### src/rtl/adder_tree_pkg.sv
// Shared sizing helpers and default dimensions for the pipelined adder tree.
// Latency: n/a (compile-time constants and functions only).
// Backpressure: n/a.
package adder_tree_pkg;

   localparam int ADDER_TREE_N    = 32;
   localparam int ADDER_TREE_IN_W = 16;

   // Ceiling log2 for v >= 2; gives the number of tree levels.
   function automatic int clog2(input int v);
      int r;
      r = 0;
      for (int i = 0; i < 31; i++) begin
         if ((1 << i) < v) r = i + 1;
      end
      return r;
   endfunction

   // Width of the partial sums held at tree level l (level 0 = operands).
   function automatic int level_w(input int in_w, input int l);
      return in_w + l;
   endfunction

   // Lossless output width for n operands of in_w bits.
   function automatic int out_w(input int in_w, input int n);
      return in_w + clog2(n);
   endfunction

endpackage

### src/rtl/adder_tree_level.sv
// One registered tree level: adds COUNT/2 adjacent pairs of W-bit signed values into W+1 bits.
// Latency: 1 cycle.
// Backpressure: stall_i freezes data, valid and last; data only loads for a valid upstream beat.
module adder_tree_level
   import adder_tree_pkg::*;
#(
   parameter int COUNT = 2,
   parameter int W     = 16
) (
   input  logic                         clk,
   input  logic                         rst_n,
   input  logic                         stall_i,
   input  logic [COUNT*W-1:0]           dat_i,
   input  logic                         vld_i,
   input  logic                         lst_i,
   output logic [(COUNT/2)*(W+1)-1:0]   dat_o,
   output logic                         vld_o,
   output logic                         lst_o
);

   localparam int PAIRS = COUNT / 2;

   logic [PAIRS*(W+1)-1:0] dat_d;
   logic [PAIRS*(W+1)-1:0] dat_q;
   logic                   vld_q;
   logic                   lst_q;

   // Pairwise signed add, each operand sign-extended by one bit so nothing is lost.
   always_comb begin
      dat_d = '0;
      for (int j = 0; j < PAIRS; j++) begin
         dat_d[j*(W+1) +: (W+1)] =
            {dat_i[2*j*W + W - 1],     dat_i[2*j*W +: W]} +
            {dat_i[(2*j+1)*W + W - 1], dat_i[(2*j+1)*W +: W]};
      end
   end

   // Stage register: hold everything on stall; keep the last valid data across bubbles.
   always_ff @(posedge clk) begin
      if (!rst_n) begin
         dat_q <= '0;
         vld_q <= 1'b0;
         lst_q <= 1'b0;
      end else if (!stall_i) begin
         vld_q <= vld_i;
         lst_q <= lst_i;
         if (vld_i) dat_q <= dat_d;
      end
   end

   assign dat_o = dat_q;
   assign vld_o = vld_q;
   assign lst_o = lst_q;

endmodule

### src/rtl/pipelined_adder_tree.sv
// Pipelined signed adder tree over N operands (zero-padded to a power of two); ADDER_TREE_ACC_EN adds a multi-beat accumulator.
// Latency: LEVELS cycles, or LEVELS+1 with ADDER_TREE_ACC_EN.
// Backpressure: in_ready = ~(out_valid & ~out_ready); a stall freezes every stage, no bubble compression.
module pipelined_adder_tree
   import adder_tree_pkg::*;
#(
   parameter  int N      = ADDER_TREE_N,
   parameter  int IN_W   = ADDER_TREE_IN_W,
   localparam int LEVELS = clog2(N),
   localparam int OUT_W  = out_w(IN_W, N)
) (
   input  logic                clk,
   input  logic                rst_n,
   input  logic [N*IN_W-1:0]   in_data,
   input  logic                in_valid,
   input  logic                in_last,
   output logic                in_ready,
   output logic [OUT_W-1:0]    out_sum,
   output logic                out_valid,
   input  logic                out_ready
);

   localparam int P = 1 << LEVELS;

   logic                stall;
   logic [P*IN_W-1:0]   pad_dat;
   logic [OUT_W-1:0]    tree_dat;
   logic                tree_vld;
   logic                tree_lst;

   // Operands beyond N are tied to zero so the tree is always a full binary tree.
   always_comb begin
      pad_dat = '0;
      pad_dat[N*IN_W-1:0] = in_data;
   end

   for (genvar l = 1; l <= LEVELS; l++) begin : g_lvl
      localparam int CNT = P >> (l - 1);
      localparam int W   = level_w(IN_W, l - 1);

      logic [(CNT/2)*(W+1)-1:0] dat;
      logic                     vld;
      logic                     lst;

      if (l == 1) begin : g_first
         adder_tree_level #(.COUNT(CNT), .W(W)) u_level (
            .clk     (clk),
            .rst_n   (rst_n),
            .stall_i (stall),
            .dat_i   (pad_dat),
            .vld_i   (in_valid),
            .lst_i   (in_last),
            .dat_o   (dat),
            .vld_o   (vld),
            .lst_o   (lst)
         );
      end else begin : g_next
         adder_tree_level #(.COUNT(CNT), .W(W)) u_level (
            .clk     (clk),
            .rst_n   (rst_n),
            .stall_i (stall),
            .dat_i   (g_lvl[l-1].dat),
            .vld_i   (g_lvl[l-1].vld),
            .lst_i   (g_lvl[l-1].lst),
            .dat_o   (dat),
            .vld_o   (vld),
            .lst_o   (lst)
         );
      end
   end

   assign tree_dat = g_lvl[LEVELS].dat;
   assign tree_vld = g_lvl[LEVELS].vld;
   assign tree_lst = g_lvl[LEVELS].lst;

`ifdef ADDER_TREE_ACC_EN
   localparam int ACC_W = OUT_W + 8;

   logic [ACC_W-1:0] acc_q, acc_d;
   logic [ACC_W-1:0] acc_tot;
   logic [OUT_W-1:0] sum_q, sum_d;
   logic             vld_q, vld_d;

   assign acc_tot = acc_q + {{8{tree_dat[OUT_W-1]}}, tree_dat};
   assign stall   = vld_q & ~out_ready;

   // Accumulate every tree result; release and clear the total on the beat tagged last.
   always_comb begin
      acc_d = acc_q;
      sum_d = sum_q;
      vld_d = vld_q;
      if (!stall) begin
         vld_d = 1'b0;
         if (tree_vld) begin
            if (tree_lst) begin
               sum_d = acc_tot[OUT_W-1:0];
               vld_d = 1'b1;
               acc_d = '0;
            end else begin
               acc_d = acc_tot;
            end
         end
      end
   end

   // Accumulator and output register.
   always_ff @(posedge clk) begin
      if (!rst_n) begin
         acc_q <= '0;
         sum_q <= '0;
         vld_q <= 1'b0;
      end else begin
         acc_q <= acc_d;
         sum_q <= sum_d;
         vld_q <= vld_d;
      end
   end

   assign out_sum   = sum_q;
   assign out_valid = vld_q;
`else
   logic unused_last;

   // The last tag has no consumer when every beat produces its own output.
   assign unused_last = tree_lst;
   assign stall       = tree_vld & ~out_ready;
   assign out_sum     = tree_dat;
   assign out_valid   = tree_vld;
`endif

   assign in_ready = ~stall;

endmodule

### config.mk
export PLATFORM = sky130hd
export DESIGN_NAME = pipelined_adder_tree
export DESIGN_NICKNAME = d
export VERILOG_FILES = /design/src/rtl/adder_tree_pkg.sv /design/src/rtl/adder_tree_level.sv /design/src/rtl/pipelined_adder_tree.sv
export SDC_FILE = /design/constraint.sdc
export NUM_CORES = 2
export LEC_CHECK = 0
export ABC_AREA = 1
export BUFFER_PORTS_ARGS = -buffer_cell sky130_fd_sc_hd__buf_4
export CORE_UTILIZATION = 30
export CTS_CLUSTER_SIZE = 14
export DETAILED_ROUTE_END_ITERATION = 8
export PLACE_DENSITY = 0.57
export REMOVE_ABC_BUFFERS = 1
export SLEW_MARGIN = 10
export SYNTH_ARGS = -nofsm -noshare
export SYNTH_HDL_FRONTEND = slang
export SYNTH_SLANG_ARGS = --single-unit
### constraint.sdc
create_clock -name clk -period 4.8 [get_ports clk]
set_input_delay 0.96 -clock clk [delete_from_list [all_inputs] [get_ports clk]]
set_output_delay 0.96 -clock clk [all_outputs]
set_load 0.01 [all_outputs]
==> impl_results.md <==
* Status: complete, no violations
* Switching power at 5.40 mW
* Initial DRT Pass Iterations at 6
* Initial Util at 0.303
* FF-to-FF path depth at 9
* Crit. Startpoint: out_ready
* Die Wd at 405 um
* Root Buffer: clkbuf_16
* Origin of the critical flop-to-flop path: g_lvl[5].g_next.u_level.vld_o$_SDFFE_PN0N_
* Layout cells sized above 1 at 0.0813
* Filler cell count at 17,800
* Seq/Total Area, Yosys at 0.229
* Hold Startpoint: g_lvl[4].g_next.u_level.vld_o$_SDFFE_PN0N_
* Cells after synthesis at 8,059
* Final setup skew at 0.0241 ns
* Synthesis-to-layout area growth at 17.7%
* Part of the power in registers at 0.341
* CP endpoint kind: register
* Setup crit start kind: input pin
* DRC violations left at 0
* Mapped Area at 0.0488 mm2
* Largest area contributor in the netlist: dfxtp_1
* VDD IR max at 0.000228 V
* Yosys cell types at 35
* Most frequent cells in the layout: 1,935 x nand2_1, 1,376 x nor2_1, 1,045 x inv_1
* Fin. Hold Viols at 0
* Worst-Skew Late Latency at 0.64 ns
* Vias at 51,000
* Inserted Clock Buffers at 71
* R2r endpoint: g_lvl[1].g_first.u_level.dat_o[195]$_SDFFE_PN0P_
* DIE AREA at 0.164 mm2
* Comb pwr share at 0.300
* PnR worst setup slack at 2.22 ns
* CP max FO at 170
* Top cell type's share of synthesized area at 0.229
* Part of the power in the clock network at 0.359
* Power consumption at 15.6 mW
* Hold path cells at 2
* Most used DFF post-synth: dfxtp_1
* Yosys reg bits at 558
* Tmin final at 2.58 ns
* Crit share post-route at 0.538
* Post-Place Setup Slack at 1.57 ns
* Hold Buf Count CTS at 0
* Crit path arrival time at 3.09 ns
* Die height at 405 um
* First-pass GRT wire length at 252 mm
* Clock Tree Buf Depth at 3
* Max Cap Viol at 0
* Critical path required time at 5.31 ns
* Initial antenna violation count at 18
* TritonCTS clock tree: done
* Ys Warns at 0
* CP Class: in2reg
* Remaining Overflow, GRT at 0
* Routed length per instance at 14.8 um
* Total negative slack at 0 ns
* Io pins at 540
* Max Slew Vio Count at 0
* Total track usage at 0.188
* Post-CTS resize count at 0
* Finished Layout Cells at 10,700
* First DRT Iteration DRCs at 3,261
* Number of flops mapped to enable cells by yosys at 0
* Hold Path End: g_lvl[4].g_next.u_level.vld_o$_SDFFE_PN0N_
* Worst slew pin tran at 1.09 ns
* H-tree depth at 3
* Top cells by area, synth: dfxtp_1 23%, nand2_1 15%, ha_1 13%, nor2_1 11%, inv_1 8.0%
* Row count at 147
* Number of vias per cell at 4.75
* Antenna-violating nets left at 0
* Rel. slew slack at 0.274
* Pint at 10.2 mW
* Commonest non-fill, non-tap cell in the layout: nand2_1
* Largest net degree at the start of global routing at 171
* Final hold slack at 0.465 ns
* DP Wirelength at 128 mm
* Sw frac at 0.346
* Unrepaired setup endpoints after global routing: false
* Layout net count at 9,590
* Post-synth ARST share at 0
* Clock tree sinks at 558
* Vias in the first global route at 47,500
* Clock transition at path regs at 0.06 ns
* Final WL at 158 mm
* Final setup vio count at 0
* Post-CTS Setup Inserts at 0
* Port buffer count at 538
* Min-delay worst type: reg2reg
* LEAKAGE at 30.8 nW
* Core Region at 0.161 mm2
* GPL Wtd Cong at 0.916
* Post-Place Cells at 10,600
* Cell area power density at 272 mW/mm2
* R2r setup slk at 2.23 ns
* Syn_area_per_cell at 6.06 um2
* Max Clk Rate at 0.387 GHz
[worst max-delay path, stage by stage]
cell	delay [ns]
buf_4	0.10
nor2_4	0.06
inv_4	0.11
nand2_8	0.21
inv_12	0.65
buf_4	0.48
nand3_1	0.14
o211ai_1	0.10
inv_1	0.05
[power groups by stage]
stage	registers [mW]	clock network, mW	logic (mW)
floorplan	5.25	0	3.24
global placement	5.43	0	4.65
detailed placement	5.43	0	4.67
CTS	5.33	5.77	4.70
global route	5.36	5.95	5.35
finish	5.33	5.61	4.68
[registers in the layout (all words and copies together), names as in the netlist]
name	count
g_lvl.g_next.u_level.vld_o	4
g_lvl.g_next.u_level.dat_o	281
g_lvl.g_first.u_level.dat_o	272
g_lvl.g_first.u_level.vld_o	1
[stage by stage]
stage | area, um2 | util
after floorplan | 47900 | -
after global placement | 55000 | 0.341
after detailed placement | 55000 | 0.341
after CTS | 57400 | 0.356
after global routing | 57400 | 0.357
final | 57500 | 0.357
[cells by family after synthesis]
kind of cell,after synthesis,share of synthesized area
AND/OR/NAND/NOR,4238,0.354
AO/OA/AOI/OAI,1299,0.139
buffers and inverters,1230,0.0996
flip-flops,558,0.229
adder cells (fa/ha/maj),553,0.147
XOR/XNOR,181,0.0325
[final cells by class]
class | count | area [um2] | area share
Antenna cell | 8 | 20.0 | 0.000348
Clock buffer | 99 | 2100 | 0.0365
Clock inverter | 25 | 334 | 0.00581
Inverter | 1051 | 3970 | 0.0692
Multi-Input combinational cell | 6271 | 32800 | 0.571
Sequential cell | 558 | 11200 | 0.194
Tap cell | 2160 | 2700 | 0.0470
Timing Repair Buffer | 567 | 4360 | 0.0759
[cells in the mapped netlist, types with 57 or more instances]
library cell and n:
o211ai_1 58, and2_1 77, nand2_1 1935, a21oi_1 644, o21ai_0 502, dfxtp_1 558, ha_1 522, clkbuf_1 57
xor2_1 138, inv_1 1046, buf_2 92, nor2_1 1377, nand3_1 762
[worst max-delay path by stage]
stage,to,cells past startpoint
floorplan,g_lvl[1].g_first.u_level.dat_o[105]$_SDFFE_PN0P_,4
global placement,g_lvl[1].g_first.u_level.dat_o[195]$_SDFFE_PN0P_,9
detailed placement,g_lvl[1].g_first.u_level.dat_o[194]$_SDFFE_PN0P_,9
CTS,g_lvl[1].g_first.u_level.dat_o[195]$_SDFFE_PN0P_,9
global route,g_lvl[1].g_first.u_level.dat_o[195]$_SDFFE_PN0P_,9
finish,g_lvl[1].g_first.u_level.dat_o[195]$_SDFFE_PN0P_,9
[layer usage]
metal	global-route usage	share of wire
met4	0.0513	0.024
met5	0	0.000044
met1	0.261	0.49
met3	0.0163	0.036
met2	0.311	0.45
Note: power is estimated with default switching activity, not from simulation.
